`src/rtl/voice_reg_bank_pkg.sv`:
```
// voice_reg_bank_pkg
//   Shared definitions for the voice register bank: the per-voice register
//   map, CTRL bit positions and address field widths. Every voice occupies
//   an 8-byte stride; the address is {voice[7:3], reg[2:0]}.
package voice_reg_bank_pkg;

  // Low address bits select the register inside a voice (stride of 8).
  localparam int REG_OFS_W   = 3;
  localparam int VOICE_IDX_W = 8 - REG_OFS_W;

  // The map splits tone_freq into two bytes, so it is fixed at 16 bits.
  localparam int MAP_FREQ_BITS = 16;

  typedef enum logic [REG_OFS_W-1:0] {
    REG_FREQ_LO = 3'd0,
    REG_FREQ_HI = 3'd1,
    REG_PW_LO   = 3'd2,
    REG_PW_HI   = 3'd3,
    REG_CTRL    = 3'd4,
    REG_AD      = 3'd5,
    REG_SR      = 3'd6,
    REG_RSVD    = 3'd7
  } reg_e;

  // CTRL byte layout; bit 3 is reserved but stored and read back.
  localparam int CTRL_GATE    = 0;
  localparam int CTRL_SYNC    = 1;
  localparam int CTRL_RINGMOD = 2;
  localparam int CTRL_TRI     = 4;
  localparam int CTRL_SAW     = 5;
  localparam int CTRL_PULSE   = 6;
  localparam int CTRL_NOISE   = 7;

endpackage

```
`src/rtl/voice_reg_slot.sv`:
```
// voice_reg_slot
//   One voice's register slot: shadow registers written by the host,
//   active registers seen by the voice, and the commit logic that copies
//   shadow to active on sample_tick.
//
//   Ports
//     main_clk, rst      clock, synchronous active-high reset
//     sample_tick        commit strobe, one cycle per sample period
//     wr_en              accepted write addressed to this voice
//     wr_reg, wr_data    register offset and byte of that write
//     rd_reg, rd_val     combinational shadow readback for the top's read mux
//     tone_freq .. rel   active (committed) voice controls
module voice_reg_slot
  import voice_reg_bank_pkg::*;
#(
  parameter int PULSEWIDTH_BITS = 12
) (
  input  logic                       main_clk,
  input  logic                       rst,
  input  logic                       sample_tick,
  input  logic                       wr_en,
  input  logic [REG_OFS_W-1:0]       wr_reg,
  input  logic [7:0]                 wr_data,
  input  logic [REG_OFS_W-1:0]       rd_reg,
  output logic [7:0]                 rd_val,
  output logic [MAP_FREQ_BITS-1:0]   tone_freq,
  output logic [PULSEWIDTH_BITS-1:0] pulse_width,
  output logic [3:0]                 waveform_enable,
  output logic                       en_ringmod,
  output logic                       en_sync,
  output logic                       gate,
  output logic [3:0]                 attack,
  output logic [3:0]                 decay,
  output logic [3:0]                 sustain,
  output logic [3:0]                 rel
);

  // Bits of PW_HI that are actually stored; the rest are dropped.
  localparam int PW_HI_BITS = PULSEWIDTH_BITS - 8;

  // Shadow (host-visible) registers.
  logic [MAP_FREQ_BITS-1:0]   sh_freq_q, sh_freq_d;
  logic [PULSEWIDTH_BITS-1:0] sh_pw_q, sh_pw_d;
  logic [7:0]                 sh_ctrl_q, sh_ctrl_d;
  logic [7:0]                 sh_ad_q, sh_ad_d;
  logic [7:0]                 sh_sr_q, sh_sr_d;

  // Active (voice-facing) registers.
  logic [MAP_FREQ_BITS-1:0]   act_freq_q, act_freq_d;
  logic [PULSEWIDTH_BITS-1:0] act_pw_q, act_pw_d;
  logic [3:0]                 act_wave_q, act_wave_d;
  logic                       act_ring_q, act_ring_d;
  logic                       act_sync_q, act_sync_d;
  logic                       act_gate_q, act_gate_d;
  logic [7:0]                 act_ad_q, act_ad_d;
  logic [7:0]                 act_sr_q, act_sr_d;

  // dirty: shadow differs from what the voice last saw.
  // gate_cleared: a gate-off was written since the last commit.
  logic dirty_q, dirty_d;
  logic gate_cleared_q, gate_cleared_d;

  logic retrigger;

  always_comb begin
    // NOTE: every next-state value defaults to its current value before any
    // branch, so no path through this block can infer a latch.
    sh_freq_d      = sh_freq_q;
    sh_pw_d        = sh_pw_q;
    sh_ctrl_d      = sh_ctrl_q;
    sh_ad_d        = sh_ad_q;
    sh_sr_d        = sh_sr_q;
    act_freq_d     = act_freq_q;
    act_pw_d       = act_pw_q;
    act_wave_d     = act_wave_q;
    act_ring_d     = act_ring_q;
    act_sync_d     = act_sync_q;
    act_gate_d     = act_gate_q;
    act_ad_d       = act_ad_q;
    act_sr_d       = act_sr_q;
    dirty_d        = dirty_q;
    gate_cleared_d = gate_cleared_q;

    // A gate-off/gate-on pair that both landed in one sample period would
    // otherwise be invisible; force one period of gate low first.
    retrigger = gate_cleared_q && sh_ctrl_q[CTRL_GATE] && act_gate_q;

    if (sample_tick && dirty_q) begin
      act_freq_d     = sh_freq_q;
      act_pw_d       = sh_pw_q;
      act_wave_d     = {sh_ctrl_q[CTRL_NOISE], sh_ctrl_q[CTRL_PULSE],
                        sh_ctrl_q[CTRL_SAW], sh_ctrl_q[CTRL_TRI]};
      act_ring_d     = sh_ctrl_q[CTRL_RINGMOD];
      act_sync_d     = sh_ctrl_q[CTRL_SYNC];
      act_ad_d       = sh_ad_q;
      act_sr_d       = sh_sr_q;
      gate_cleared_d = 1'b0;
      if (retrigger) begin
        act_gate_d = 1'b0;  // dirty stays set so the next tick raises gate
      end else begin
        act_gate_d = sh_ctrl_q[CTRL_GATE];
        dirty_d    = 1'b0;
      end
    end

    // The top never accepts a write in a commit cycle, so the two branches
    // above and below are mutually exclusive in practice.
    if (wr_en && (reg_e'(wr_reg) != REG_RSVD)) begin
      dirty_d = 1'b1;
      case (reg_e'(wr_reg))
        REG_FREQ_LO: sh_freq_d[7:0]  = wr_data;
        REG_FREQ_HI: sh_freq_d[15:8] = wr_data;
        REG_PW_LO:   sh_pw_d[7:0]    = wr_data;
        REG_PW_HI:   sh_pw_d[PULSEWIDTH_BITS-1:8] = wr_data[PW_HI_BITS-1:0];
        REG_CTRL: begin
          sh_ctrl_d = wr_data;
          if (!wr_data[CTRL_GATE]) gate_cleared_d = 1'b1;
        end
        REG_AD:      sh_ad_d = wr_data;
        REG_SR:      sh_sr_d = wr_data;
        default:     ;
      endcase
    end
  end

  // NOTE: every register, shadow copies included, is reset so a reset in
  // the middle of a sample period leaves nothing pending to commit.
  always_ff @(posedge main_clk) begin
    // NOTE: sequential state uses non-blocking assignments only, so every
    // register samples the pre-edge values of the others.
    if (rst) begin
      sh_freq_q      <= '0;
      sh_pw_q        <= '0;
      sh_ctrl_q      <= '0;
      sh_ad_q        <= '0;
      sh_sr_q        <= '0;
      act_freq_q     <= '0;
      act_pw_q       <= '0;
      act_wave_q     <= '0;
      act_ring_q     <= 1'b0;
      act_sync_q     <= 1'b0;
      act_gate_q     <= 1'b0;
      act_ad_q       <= '0;
      act_sr_q       <= '0;
      dirty_q        <= 1'b0;
      gate_cleared_q <= 1'b0;
    end else begin
      sh_freq_q      <= sh_freq_d;
      sh_pw_q        <= sh_pw_d;
      sh_ctrl_q      <= sh_ctrl_d;
      sh_ad_q        <= sh_ad_d;
      sh_sr_q        <= sh_sr_d;
      act_freq_q     <= act_freq_d;
      act_pw_q       <= act_pw_d;
      act_wave_q     <= act_wave_d;
      act_ring_q     <= act_ring_d;
      act_sync_q     <= act_sync_d;
      act_gate_q     <= act_gate_d;
      act_ad_q       <= act_ad_d;
      act_sr_q       <= act_sr_d;
      dirty_q        <= dirty_d;
      gate_cleared_q <= gate_cleared_d;
    end
  end

  // Shadow readback; PW_HI is zero-extended from its stored bits.
  logic [7:0] pw_hi_rd;

  always_comb begin
    pw_hi_rd = '0;
    pw_hi_rd[PW_HI_BITS-1:0] = sh_pw_q[PULSEWIDTH_BITS-1:8];
    rd_val = '0;
    case (reg_e'(rd_reg))
      REG_FREQ_LO: rd_val = sh_freq_q[7:0];
      REG_FREQ_HI: rd_val = sh_freq_q[15:8];
      REG_PW_LO:   rd_val = sh_pw_q[7:0];
      REG_PW_HI:   rd_val = pw_hi_rd;
      REG_CTRL:    rd_val = sh_ctrl_q;
      REG_AD:      rd_val = sh_ad_q;
      REG_SR:      rd_val = sh_sr_q;
      default:     rd_val = '0;
    endcase
  end

  assign tone_freq       = act_freq_q;
  assign pulse_width     = act_pw_q;
  assign waveform_enable = act_wave_q;
  assign en_ringmod      = act_ring_q;
  assign en_sync         = act_sync_q;
  assign gate            = act_gate_q;
  assign attack          = act_ad_q[7:4];
  assign decay           = act_ad_q[3:0];
  assign sustain         = act_sr_q[7:4];
  assign rel             = act_sr_q[3:0];

endmodule

```
`src/rtl/voice_reg_bank.sv`:
```
// voice_reg_bank
//   Byte-wide SID-style register front end for NUM_VOICES synth voices.
//   Host writes land in per-voice shadow registers and are committed to the
//   voice-facing outputs atomically on sample_tick.
//
//   Ports
//     main_clk, rst        clock, synchronous active-high reset
//     sample_tick          commit strobe; writes stall during it
//     wr_valid/wr_ready    write handshake; wr_addr = {voice, reg}, wr_data
//     rd_addr, rd_data     registered shadow readback (one cycle latency)
//     tone_freq .. rel     packed per-voice controls, voice 0 in the LSBs
module voice_reg_bank
  import voice_reg_bank_pkg::*;
#(
  parameter int NUM_VOICES      = 3,
  parameter int FREQ_BITS       = 16,
  parameter int PULSEWIDTH_BITS = 12
) (
  input  logic                                  main_clk,
  input  logic                                  rst,
  input  logic                                  sample_tick,
  input  logic                                  wr_valid,
  output logic                                  wr_ready,
  input  logic [7:0]                            wr_addr,
  input  logic [7:0]                            wr_data,
  input  logic [7:0]                            rd_addr,
  output logic [7:0]                            rd_data,
  output logic [NUM_VOICES*FREQ_BITS-1:0]       tone_freq,
  output logic [NUM_VOICES*PULSEWIDTH_BITS-1:0] pulse_width,
  output logic [NUM_VOICES*4-1:0]               waveform_enable,
  output logic [NUM_VOICES-1:0]                 en_ringmod,
  output logic [NUM_VOICES-1:0]                 en_sync,
  output logic [NUM_VOICES-1:0]                 gate,
  output logic [NUM_VOICES*4-1:0]               attack,
  output logic [NUM_VOICES*4-1:0]               decay,
  output logic [NUM_VOICES*4-1:0]               sustain,
  output logic [NUM_VOICES*4-1:0]               rel
);

  logic       wr_fire;
  logic [7:0] slot_rd [NUM_VOICES];
  logic [7:0] rd_data_d, rd_data_q;

  // Writes are refused in the commit cycle so shadow never changes under a
  // commit; a write to a voice past NUM_VOICES is accepted and dropped.
  assign wr_ready = !rst && !sample_tick;
  assign wr_fire  = wr_valid && wr_ready;

  for (genvar v = 0; v < NUM_VOICES; v++) begin : g_voice
    logic slot_wr;
    assign slot_wr = wr_fire && (wr_addr[7:REG_OFS_W] == VOICE_IDX_W'(v));

    voice_reg_slot #(
      .PULSEWIDTH_BITS (PULSEWIDTH_BITS)
    ) u_slot (
      .main_clk        (main_clk),
      .rst             (rst),
      .sample_tick     (sample_tick),
      .wr_en           (slot_wr),
      .wr_reg          (wr_addr[REG_OFS_W-1:0]),
      .wr_data         (wr_data),
      .rd_reg          (rd_addr[REG_OFS_W-1:0]),
      .rd_val          (slot_rd[v]),
      .tone_freq       (tone_freq[v*FREQ_BITS +: FREQ_BITS]),
      .pulse_width     (pulse_width[v*PULSEWIDTH_BITS +: PULSEWIDTH_BITS]),
      .waveform_enable (waveform_enable[v*4 +: 4]),
      .en_ringmod      (en_ringmod[v]),
      .en_sync         (en_sync[v]),
      .gate            (gate[v]),
      .attack          (attack[v*4 +: 4]),
      .decay           (decay[v*4 +: 4]),
      .sustain         (sustain[v*4 +: 4]),
      .rel             (rel[v*4 +: 4])
    );
  end

  // Out-of-range voices fall through to the zero default.
  always_comb begin
    rd_data_d = '0;
    for (int v = 0; v < NUM_VOICES; v++) begin
      if (rd_addr[7:REG_OFS_W] == VOICE_IDX_W'(v)) rd_data_d = slot_rd[v];
    end
  end

  // Sampled from pre-edge shadow, so a same-cycle write returns the old byte.
  always_ff @(posedge main_clk) begin
    if (rst) rd_data_q <= '0;
    else     rd_data_q <= rd_data_d;
  end

  assign rd_data = rd_data_q;

endmodule

```
`config.mk`:
```
export PLATFORM = sky130hd
export DESIGN_NAME = voice_reg_bank
export DESIGN_NICKNAME = d
export VERILOG_FILES = /design/src/rtl/voice_reg_bank_pkg.sv /design/src/rtl/voice_reg_slot.sv /design/src/rtl/voice_reg_bank.sv
export SDC_FILE = /design/constraint.sdc
export NUM_CORES = 1
export LEC_CHECK = 0
export CORE_UTILIZATION = 42
export DETAILED_ROUTE_END_ITERATION = 6
export DONT_BUFFER_PORTS = 1
export RECOVER_POWER = 100
export SYNTH_ARGS = -nofsm -noshare
export SYNTH_HDL_FRONTEND = slang
export SYNTH_SLANG_ARGS = --single-unit
```
`constraint.sdc`:
```
create_clock -name main_clk -period 2 [get_ports main_clk]
set_clock_uncertainty 0.05 [all_clocks]
set_input_delay 0.2 -clock main_clk [delete_from_list [all_inputs] [get_ports main_clk]]
set_output_delay 0.2 -clock main_clk [all_outputs]
set_load 0.03 [all_outputs]
```
After elaboration in Yosys (flattened, before gate mapping)
Index checks and enable logic that the tools add are counted.

word-level totals
  output and inout port bits = 162
  bits in registers = 323
  logic and storage cells = 152

cells by class
  eq/ne operators = 20
  mux-type cells = 30
  reductions and logical operators = 50

operator list
  operator              count
  $pmux W8 S7           3
  $reduce_and A2 Y1     24
  $mux W1               24
  $mux W8               3
  $eq A3 B3 Y1 const B  6
  $logic_and A1 B1 Y1   17
  $eq A3 B2 Y1 const B  4
  $eq A5 B1 Y1 const B  2
  $eq A5 B2 Y1 const B  2
  $logic_not A5 Y1      2
  $eq A3 B1 Y1 const B  2
  $logic_not A3 Y1      2
  $ne A2 B2 Y1 const B  3
  $reduce_bool A2 Y1    3
  $ne A3 B3 Y1 const B  1
  $logic_not A1 Y1      2

Longest topological paths before layout
  word-level depth = 7
  depth in mapped cells = 8
  depth with buffers taken out = 5

Modules after synthesis
A second synthesis with hierarchy kept.

unflattened totals
  cells, all modules = 1534
  area total of the unflattened synthesis = 13195.2 um^2

by module, submodules not included
  module          sequential area each (um^2)  instances  area each (um^2)  cells an instance
  voice_reg_slot  2102.0                       3          4232.8            494
  voice_reg_bank  160.2                        1          496.7             52

Least setup slack after synthesis
No wires, ideal clock.

  kind = input to register
  start = in rd_addr[2]
  end = reg rd_data_q[2] (netlist: rd_data[2])
  setup slack = 432 ps
  arrival = 1396 ps
  cell stages on the path = 7
  data required time = 1828 ps
  cells stage by stage = buf_6 -> buf_8 -> mux2_4 -> a221oi_2 -> o22ai_1 -> a22o_1 -> o311a_1

between the ends
  word-level cells in the longest chain between the ends = 5
  elaborated cells on any way between the ends = 13
  classes of those cells = eq/ne: 6; mux: 6; reduce/logical: 1

ends and longest elaborated chain
  element                               RTL line               source
  start, declared                       voice_reg_bank.sv:26   input logic [7:0] rd_addr,
  $eq A3 B3 Y1 (tied with other cells)  voice_reg_slot.sv:173  case (reg_e'(rd_reg))
  $pmux W8 S7                           voice_reg_slot.sv:173
  $mux W8 (2 in series)                 voice_reg_bank.sv:81   if (rd_addr[7:REG_OFS_W] == VOICE_IDX_W'(v)) rd_data_d = slot_rd[v];
  $mux W8 (*)                           voice_reg_bank.sv:81
  end signal, assigned                  voice_reg_bank.sv:88   else rd_data_q <= rd_data_d;
  end, declared                         voice_reg_bank.sv:42   logic [7:0] rd_data_d, rd_data_q;

Every way passes the cells marked *; elsewhere a longest branch is shown, timed or not.
A chain may end at the register's enable or synchronous reset.

Final worst setup path
  start = in rst
  end = reg g_voice[0].u_slot.sh_ad_q[5]

between the ends
  word-level cells in the longest chain between the ends = 6

ends and longest elaborated chain
  element                             RTL line               source
  start, declared                     voice_reg_bank.sv:20   input logic rst,
  $logic_not A1 Y1                    voice_reg_bank.sv:46   assign wr_ready = !rst && !sample_tick;
  $logic_and A1 B1 Y1                 voice_reg_bank.sv:46
  $logic_and A1 B1 Y1                 voice_reg_bank.sv:47   assign wr_fire = wr_valid && wr_ready;
  $logic_and A1 B1 Y1                 voice_reg_bank.sv:51   assign slot_wr = wr_fire && (wr_addr[7:REG_OFS_W] == VOICE_IDX_W'(v));
  $logic_and A1 B1 Y1                 voice_reg_slot.sv:108  if (wr_en && (reg_e'(wr_reg) != REG_RSVD)) begin
  $reduce_and A2 Y1 (no source line)  n/a
  end signal, assigned                voice_reg_slot.sv:135  sh_ad_q <= '0;
  end signal, assigned                voice_reg_slot.sv:151  sh_ad_q <= sh_ad_d;
  end, declared                       voice_reg_slot.sv:45   logic [7:0] sh_ad_q, sh_ad_d;

Parallel ways exist; a longest one is shown, timed or not.

==> impl_results.md <==
- Syn Nets: 1641
- Post-Syn Area: 12970 sq um
- Post-synthesis register bit count: 323
- Violated checks: hold timing
- P&R area growth vs syn: 28.55%
- Fill cells: 2780
- Largest net degree at the start of global routing: 227
- Peak supply drop: 0.5228 mV
- DR WL/cell: 21.08 microns
- Status: complete, but fails checks
- Final Max Slew Viols: 0
- H-tree Lvls: 2
- Clk sinks: 323
- Clock latency on the worst-skew pair: 0.51 ns
- Syn_area_per_cell: 8.043 sq um
- P per Cell Area: 798.9 nW/um^2
- Critical Setup Path Class: in -> reg
- Drt pass-1 iters: 5
- Cell variety after synth: 51
- R2R cell count: 4
- P_leak: 6.155 nW
- Critical-path maximum fanout: 226
- GRT overflow: 0
- First-pass GRT wire length: 70.35 mm
- Slew HR: 52.28%
- Root Buffer Master: clkbuf_16
- Core area: 30030 sq um
- Hold EP: g_voice[2].u_slot.gate_cleared_q
- Final Hold Vio Count: 1
- Final period demand of the worst path: 1.901 ns
- Final ANT Viol Nets: 0
- TritonCTS clock tree: built
- Vias per inst: 5.704
- Reg2reg end: rd_data[6]
- Starting density of the core: 43.20%
- Number of cells produced by synthesis: 1613
- CTS Buffer Depth: 3
- Kind of end point of the critical path: flip-flop
- Die W: 177.8 microns
- Setup tns final: 0 ns
- Vias in the first global route: 12190
- Total Wirelength: 46.23 mm
- Tightest Pin Transition: 0.7135 ns
- Worst EP required: 2.40 ns
- Worst Path Arrival: 2.30 ns
- Hold slack final: -0.003219 ns
- Register area share after synthesis: 49.84%
- Setup Buffers After CTS: 0
- Share of cells above drive strength 1: 7.769%
- # port buffers: 0
- Initial antenna violation count: 1
- # setup viols final: 0
- Io pins: 190
- Final HPWL DP: 27.54 mm
- Die area: 31600 sq um
- Row count: 63
- Residual DRC: 0
- Die height: 177.8 microns
- Clk slew on worst S/H paths: 0.06 ns
- Critical Path Source Type: input pin
- Via count: 12510
- Final worst-path cycle share: 95.07%
- Initial DRC count: 1363
- R2R Path Start: g_voice[0].u_slot.sh_freq_q[6]
- GRT Util Overall: 29.09%
- Hold path depth: 3
- GP Congestion: 0.9000
- Final #Nets: 1806
- HP Start: wr_data[0]
- Number of max-cap violations: 0
- Peak Freq: 525.9 MHz
- Unrepaired setup endpoints after global routing: no
- R2r setup slk: 0.16 ns
- Worst hold path type: in -> reg
- Yosys Warn Count: 0
- CTS Buf Count: 36
sequential cells by signal, indices dropped and copies added, names as in the netlist:
register	cells
g_voice.u_slot.sh_ad_q	24
g_voice.u_slot.en_ringmod	3
g_voice.u_slot.waveform_enable	12
g_voice.u_slot.pulse_width	36
rd_data	8
g_voice.u_slot.gate	3
g_voice.u_slot.sh_pw_q	36
g_voice.u_slot.tone_freq	48
g_voice.u_slot.sh_ctrl_q	24
g_voice.u_slot.sh_sr_q	24
g_voice.u_slot.sh_freq_q	48
g_voice.u_slot.gate_cleared_q	3
g_voice.u_slot.act_ad_q	24
g_voice.u_slot.act_sr_q	24
g_voice.u_slot.en_sync	3
g_voice.u_slot.dirty_q	3
layer usage:
layer | global-route usage (%) | share of wire [%] | wire, microns | vias to the layer above
li1 | - | - | - | 5842
met1 | 37.60 | 40 | 18610 | 5870
met2 | 45.02 | 44 | 20450 | 664
met3 | 8.376 | 11 | 5197 | 133
met4 | 12.50 | 4.3 | 1977 | 0
met5 | 0 | 0 | 0 | -
logic make-up after synthesis:
group | synth area share [%]
buf+inv | 4.967
mux | 5.854
compound gates | 21.49
flops | 49.84
simple gates | 17.85
area by class of cell:
type,count,area [sq um],area share [%]
diodes,1,2.502,0.01500
clock buffers,48,1057,6.340
clock inverters,14,130.1,0.7803
inverters,3,11.26,0.06752
multi-input cells,1142,5854,35.10
flip-flops and latches,323,6466,38.77
well taps,390,488.0,2.926
repair buffers,272,2668,16.00
cells in the final DEF, fill, tap and decap left out, types with 5 or more instances in the layout:
cell / instances
nor2_2: 7
nor2b_1: 5
clkbuf_1: 6
dlygate4sd3_1: 236
buf_4: 24
nand2_1: 447
clkbuf_16: 37
dfxtp_1: 323
a21oi_1: 302
nor2_1: 57
a221oi_1: 12
nor2_4: 5
mux2i_1: 38
o22ai_1: 8
mux2_2: 22
a22oi_1: 29
nand3_1: 11
o21ai_0: 137
clkinv_2: 9
clkbuf_8: 9
synth_stat cells (all sizes together):
cell / instances / share of area [%]
nand2: 449 / 13
dfxtp: 323 / 50
a21oi: 302 / 12
o21ai: 137 / 5.3
clkbuf: 107 / 3.1
nor2: 69 / 2.5
buf: 38 / 1.8
mux2i: 38 / 2.9
a22oi: 29 / 1.7
mux2: 23 / 2.0
a221oi: 12 / 0.91
nand3: 11 / 0.42
o22ai: 8 / 0.39
and2: 6 / 0.29
mux4: 5 / 0.90
nor2b: 5 / 0.24
nor3: 5 / 0.23
nor3b: 5 / 0.33
o221ai: 4 / 0.27
a22o: 3 / 0.20
a2bb2oi: 3 / 0.20
inv: 3 / 0.087
nand3b: 3 / 0.17
o211a: 3 / 0.23
a31oi: 2 / 0.096
and3b: 2 / 0.14
nand2b: 2 / 0.096
nand4b: 2 / 0.14
o22a: 2 / 0.14
or2: 2 / 0.096
and2b: 1 / 0.058
and3: 1 / 0.048
and4b: 1 / 0.077
nor4: 1 / 0.048
o2111a: 1 / 0.087
o221a: 1 / 0.087
o2bb2ai: 1 / 0.068
o311a: 1 / 0.077
o31ai: 1 / 0.058
o41ai: 1 / 0.068
power breakdown:
part / total [mW] / switching (mW) / internal [mW]
Combinational: 0.272 / 0.178 / 0.0940
Clock: 6.61 / 2.64 / 3.97
Sequential: 6.44 / 0.00651 / 6.44
Total: 13.3 / 2.83 / 10.5
what timing repair did:
action | CTS | global route
gates resized for setup | 0 | 3
setup endpoints to repair | 0 | 9
hold buffers | 237 | 0
hold endpoints to repair | 321 | 0
through the flow:
| step | utilization [%] | std cells | total power [mW] | area [sq um] | setup WS [ns] |
|---|---|---|---|---|---|
| after floorplan | - | 1613 | 6.874 | 12970 | 0.4323 |
| after global placement | 43.73 | 1893 | 6.758 | 13130 | 0.2358 |
| after detailed placement | 43.73 | 1893 | 6.758 | 13130 | 0.2426 |
| after CTS | 55.64 | 2192 | 13.39 | 16710 | 0.09455 |
| after global routing | 55.53 | 2193 | 13.69 | 16680 | 0.05773 |
| final | 55.53 | 2193 | 13.32 | 16680 | 0.09866 |
critical path: stages:
cell	delay [ns]
nor3b_2	0.35
nand3_1	0.18
buf_12	0.22
nor2_1	0.44
nand2_1	0.10
a21oi_1	0.16
dlygate4sd3_1	0.58
worst max path at each step:
stage	start	to	slack, ns	cells past startpoint
2_1_floorplan	rd_addr[2]	rd_data[2]	0.43	7
3_3_place_gp	g_voice[0].u_slot.sh_ad_q[7]	rd_data[7]	0.24	4
3_5_place_dp	rst	g_voice[0].u_slot.sh_sr_q[2]	0.24	6
4_1_cts	g_voice[0].u_slot.dirty_q	g_voice[0].u_slot.act_ad_q[6]	0.09	4
5_1_grt	rst	g_voice[0].u_slot.sh_ad_q[5]	0.06	7
6_report	rst	g_voice[0].u_slot.sh_ad_q[5]	0.1	7
Power figures use the tool's default switching activity.
